===== src/rtl/norm_shift_sequencer.sv =====
// Normalization sequencer: left-shifts a significand one bit per cycle through an
// external shifter until its MSB is set or the captured shift limit is reached.
module norm_shift_sequencer #(
   parameter int SWR = 26,
   parameter int EWR = 5
) (
   input  logic           clk,
   input  logic           rst,
   input  logic           start_i,
   input  logic [SWR-1:0] Data_i,
   input  logic [EWR-1:0] Max_Shift_i,
   output logic [SWR-1:0] shft_data_o,
   output logic           shft_sel_o,
   output logic           shft_bit_o,
   input  logic [SWR-1:0] shft_data_i,
   output logic           ready_o,
   output logic           valid_o,
   output logic [SWR-1:0] Data_o,
   output logic [EWR-1:0] Shift_Count_o,
   output logic           zero_o
);

   typedef enum logic [1:0] {
      IDLE  = 2'd0,
      SHIFT = 2'd1,
      DONE  = 2'd2
   } state_t;

   state_t         state_q, state_d;
   logic [SWR-1:0] work_q, work_d;
   logic [EWR-1:0] cnt_q, cnt_d;
   logic [EWR-1:0] lim_q, lim_d;
   logic           zero_q, zero_d;
   logic [SWR-1:0] data_out_q, data_out_d;
   logic [EWR-1:0] shift_count_q, shift_count_d;
   logic           zero_out_q, zero_out_d;
   logic           valid_q, valid_d;
   logic           ready_q, ready_d;
   logic           shift_take_s;

   // Next-state, working register and result capture
   always_comb begin
      state_d       = state_q;
      work_d        = work_q;
      cnt_d         = cnt_q;
      lim_d         = lim_q;
      zero_d        = zero_q;
      data_out_d    = data_out_q;
      shift_count_d = shift_count_q;
      zero_out_d    = zero_out_q;
      shift_take_s  = 1'b0;

      case (state_q)
         IDLE: begin
            if (start_i) begin
               work_d = Data_i;
               lim_d  = Max_Shift_i;
               cnt_d  = {EWR{1'b0}};
               if (Data_i == {SWR{1'b0}}) begin
                  zero_d  = 1'b1;
                  state_d = DONE;
               end else begin
                  zero_d  = 1'b0;
                  state_d = SHIFT;
               end
            end else begin
               state_d = IDLE;
            end
         end
         SHIFT: begin
            // MSB set or limit reached ends the loop; the limit also bounds the counter
            if (work_q[SWR-1] || (cnt_q == lim_q)) begin
               state_d = DONE;
            end else begin
               shift_take_s = 1'b1;
               work_d       = shft_data_i;
               cnt_d        = cnt_q + {{(EWR-1){1'b0}}, 1'b1};
            end
         end
         DONE: begin
            state_d = IDLE;
         end
         default: begin
            state_d = IDLE;
         end
      endcase

      if ((state_d == DONE) && (state_q != DONE)) begin
         data_out_d    = work_d;
         shift_count_d = cnt_d;
         zero_out_d    = zero_d;
      end else begin
         data_out_d    = data_out_q;
         shift_count_d = shift_count_q;
         zero_out_d    = zero_out_q;
      end

      valid_d = (state_d == DONE);
      ready_d = (state_d == IDLE);
   end

   // State and datapath registers with synchronous reset
   always_ff @(posedge clk) begin
      if (rst) begin
         state_q       <= IDLE;
         work_q        <= {SWR{1'b0}};
         cnt_q         <= {EWR{1'b0}};
         lim_q         <= {EWR{1'b0}};
         zero_q        <= 1'b0;
         data_out_q    <= {SWR{1'b0}};
         shift_count_q <= {EWR{1'b0}};
         zero_out_q    <= 1'b0;
         valid_q       <= 1'b0;
         ready_q       <= 1'b1;
      end else begin
         state_q       <= state_d;
         work_q        <= work_d;
         cnt_q         <= cnt_d;
         lim_q         <= lim_d;
         zero_q        <= zero_d;
         data_out_q    <= data_out_d;
         shift_count_q <= shift_count_d;
         zero_out_q    <= zero_out_d;
         valid_q       <= valid_d;
         ready_q       <= ready_d;
      end
   end

   assign shft_data_o   = work_q;
   assign shft_sel_o    = shift_take_s;
   assign shft_bit_o    = 1'b0;
   assign ready_o       = ready_q;
   assign valid_o       = valid_q;
   assign Data_o        = data_out_q;
   assign Shift_Count_o = shift_count_q;
   assign zero_o        = zero_out_q;

endmodule


===== config.mk =====
export PLATFORM = sky130hd
export DESIGN_NAME = norm_shift_sequencer
export DESIGN_NICKNAME = d
export VERILOG_FILES = /design/src/rtl/norm_shift_sequencer.sv
export SDC_FILE = /design/constraint.sdc
export NUM_CORES = 1
export LEC_CHECK = 0
export CAP_MARGIN = 20
export CORE_ASPECT_RATIO = 1.75
export CORE_MARGIN = 4
export CORE_UTILIZATION = 41
export CTS_BUF_LIST = sky130_fd_sc_hd__clkbuf_4 sky130_fd_sc_hd__clkbuf_8
export DETAILED_ROUTE_END_ITERATION = 16
export MAX_ROUTING_LAYER = met4
export PLACE_DENSITY = 0.89
export SYNTH_ARGS = -nofsm -noshare
export SYNTH_HDL_FRONTEND = slang
export SYNTH_SLANG_ARGS = --single-unit

===== constraint.sdc =====
create_clock -name clk -period 1.6 [get_ports clk]
set_input_delay 0.24 -clock clk [delete_from_list [all_inputs] [get_ports clk]]
set_output_delay 0.24 -clock clk [all_outputs]
set_load 0.1 [all_outputs]

==> flow_summary.ini <==
[yosys]
synthDistinctLibCells = 44
postSynthCellCount = 354
synth.yosys.seq_area_share_pct = 46.9
yosysWarningCount = 0
synth-main-ff-cell = sky130_fd_sc_hd__dfxtp_1
mappedNetlistNets = 415
synth-edff-count = 0
cell_area_after_synthesis_sq_um = 3110
synth_area_per_cell_sq_um = 8.79
ys_seq_elements = 73
async_set_reset_flop_share_out_of_synthesis_pct = 0

[critical_path]
arrival_ns = 2.12
crit_path_cell_trace = dlygate4sd2_1 -> nor4_2 -> nand4_1 -> buf_4 -> or3_4 -> a31o_1 -> a21oi_1
critical_path.reg2reg.endpoint = Shift_Count_o[2]$_SDFFE_PP0P_
timing.critical_path.from = Data_i[12]
setup.worst_path.class = input port to register
crit_path_top_delay_cell = sky130_fd_sc_hd__or3_4
reg_to_reg_start = cnt_q[3]$_SDFF_PP0_
critical_path.endpoint_type = register
rrSetupSlack_ns = -0.20
cp_slowest_stage_delay_ns = 0.39
setup.worst_path.start_class = input port
cp-endpoint = Shift_Count_o[1]$_SDFFE_PP0P_
worst_ep_required_time_ns = 1.87
timing.critical_path.fanout_max = 5
worstRegToRegCells = 6

[sta]
final-setup-viol-count = 59
timing.slew.headroom_pct = 49.2
timing.final.crit_share_pct = 115
unrepaired_setup_endpoints_after_global_routing = true
timing.final.max_slew_violations = 0
period_minus_slack_ns = 1.85
setup_tns_final_ns = -6.30
max_clock_freq_mhz = 541
tightestPinTransition_ns = 0.763
finalHoldViolations = 0
final_critical_path_setup_slack_ns = -0.247
clock-skew-final_ns = 0.00810

[final_layout]
stdcell_count = 597
layout_utilization_pct = 80.7
layout_overhead_on_the_synthesized_area_pct = 88.9
nNetsFinal = 567
mostFrequentLayoutCells = sky130_fd_sc_hd__buf_12, sky130_fd_sc_hd__dfxtp_1, sky130_fd_sc_hd__nand3_1
layout_commonest_cell = sky130_fd_sc_hd__buf_12
drive_gt1_share_pct = 43.5

[drt]
num_vias = 3548
post-route-drc-count = 0
post_drt_wl_per_cell_um = 22.1
viasPerCell = 5.94
ant_nets = 0
dr.pass1.iters = 5
drt-initial-drc-count = 296
postRouteWirelength_mm = 13.2

[place]
placement.io_buffers = 120
place_congestion = 0.887
placed_cells = 571
dpl_worst_slack_ns = -0.762
hpwl_mm = 8.30

[power]
netSwitchingPower_uw = 2310
clock_power_share_pct = 23.1
power_uw = 5850
leakage_uw = 0.00218
comb_power_share_pct = 40.7
pwr_density_cell_nw_per_um2 = 995
switching_share_pct = 39.5
power.share.sequential_pct = 36.2
ir_drop_mv = 0.659
power_report.internal_total_uw = 3540

[clocking]
clock_insertion_delay_worst_skew_ns = 0.36
cts_tree = done
clkSlewWorstSetupHoldPaths_ns = 0.07
cts-root-buf = sky130_fd_sc_hd__clkbuf_8
clock-sinks = 73
cts_max_level = 3
cts-root-to-sink-buffers = 2
cts_inserted_buffers = 9

[global_route]
grt.total_usage_pct = 28.7
number_of_global_route_vias_before_repair = 3678
gr-total-overflow = 0
initial_antenna_violation_count = 1
grt_start_max_net_pins = 35
grt_pass1_wl_mm = 18.8

[floorplanning]
dieWidth_um = 73.9
die_h_um = 123
floorplan.die_area_sq_um = 9110
rows = 41
design.portCount = 122
core-area_sq_um = 7280
starting_density_of_the_core_pct = 42.7

[run_status]
run_status = finished, violations left
violations = negative setup slack

[run]
max_cap_viol_count = 0

[min_path]
worst_hold_path_type = input port to register
==> state kept, by name (all words and copies together), names as in the netlist <==
name / flops
Data_o: 26
Shift_Count_o: 5
cnt_q: 5
lim_q: 5
ready_o: 1
shft_data_o: 26
state_q: 2
valid_o: 1
zero_o: 1
zero_q: 1
==> power by group through the flow <==
stage	combinational (uW)	sequential [uW]	clock, uW
after detailed placement	2200	2150	0
final	2380	2120	1350
after global routing	2450	2130	1440
after global placement	2160	2140	0
after floorplan	545	2860	0
after CTS	2280	2110	1350
==> how the worst min path moves through the flow <==
stage,start,to,slack [ns],cells after the start
after global routing,Data_i[11],shft_data_o[11]$_SDFF_PP0_,0.35,3
after detailed placement,lim_q[0]$_SDFFE_PP0P_,lim_q[0]$_SDFFE_PP0P_,0.47,2
final,Data_i[2],shft_data_o[2]$_SDFF_PP0_,0.34,3
after CTS,Data_i[5],shft_data_o[5]$_SDFF_PP0_,0.32,3
after global placement,lim_q[0]$_SDFFE_PP0P_,lim_q[0]$_SDFFE_PP0P_,0.46,2
after floorplan,Max_Shift_i[3],lim_q[3]$_SDFFE_PP0P_,0.37,2
==> layer usage <==
| layer | vias up | GRT usage, % | part of all wire, % |
|---|---|---|---|
| li1 | 1575 | - | - |
| met1 | 1718 | 29.8 | 34 |
| met2 | 196 | 47.9 | 54 |
| met3 | 59 | 5.70 | 5.9 |
| met4 | 0 | 19.3 | 5.8 |
| met5 | - | - | 0 |
==> repair_timing <==
item | CTS | global route
gates cloned | 3 | 1
setup endpoints to repair | 52 | 66
resized for setup | 68 | 28
pin swaps | 23 | 13
buffers inserted | 7 | 0
hold buffers | 0 | 0
==> cell type report <==
cell class / count / area, sq um
Sequential cell: 73 / 1480
Inverter: 4 / 22.5
Fill cell: 375 / 1400
Timing Repair Buffer: 171 / 2290
Clock buffer: 15 / 175
Antenna cell: 1 / 2.50
Multi-Input combinational cell: 247 / 1810
Tap cell: 86 / 108
==> cell usage after synthesis (2+ instances only) <==
cell type,count,area (sq um)
sky130_fd_sc_hd__buf_2,7,35.0
sky130_fd_sc_hd__nor3b_1,2,15.0
sky130_fd_sc_hd__dfxtp_1,73,1460
sky130_fd_sc_hd__a21oi_1,50,250
sky130_fd_sc_hd__a311oi_2,2,30.0
sky130_fd_sc_hd__nor2b_1,2,12.5
sky130_fd_sc_hd__nor4_1,6,37.5
sky130_fd_sc_hd__buf_4,2,15.0
sky130_fd_sc_hd__clkbuf_1,15,56.3
sky130_fd_sc_hd__a31oi_1,2,12.5
sky130_fd_sc_hd__nand2b_1,2,12.5
sky130_fd_sc_hd__xor2_1,5,43.8
sky130_fd_sc_hd__nor2_1,6,22.5
sky130_fd_sc_hd__and2_1,3,18.8
sky130_fd_sc_hd__a31o_1,3,26.3
sky130_fd_sc_hd__a22oi_1,25,188
sky130_fd_sc_hd__a21oi_2,17,149
sky130_fd_sc_hd__inv_1,3,11.3
sky130_fd_sc_hd__buf_6,6,67.6
sky130_fd_sc_hd__nand3_1,55,275
sky130_fd_sc_hd__nand2_1,45,169
==> worst max-delay path: cells and delay by family <==
kind,cells,cell delay [ns]
buffers and inverters,2,0.48
AND/OR/NAND/NOR,3,1.01
AO/OA/AOI/OAI,2,0.38
==> stage by stage <==
| stage | cell area, sq um | hold slack, ns |
|---|---|---|
| 2_1_floorplan | 3200 | 0.368 |
| 3_3_place_gp | 5310 | 0.463 |
| 3_5_place_dp | 5310 | 0.473 |
| 4_1_cts | 5720 | 0.320 |
| 5_1_grt | 5880 | 0.355 |
| 6_report | 5880 | 0.340 |
==> kinds of logic after synthesis <==
family,share of synthesized area (%)
and+or+nand+nor,20.1
AOI/OAI and AO/OA,23.8
DFF,46.9
buffers and inverters,6.63
xor gates and xnor gates,1.69
adders and majority gates,0.402
other,0.120
muxes,0.322
(Power assumes the default switching activity.)
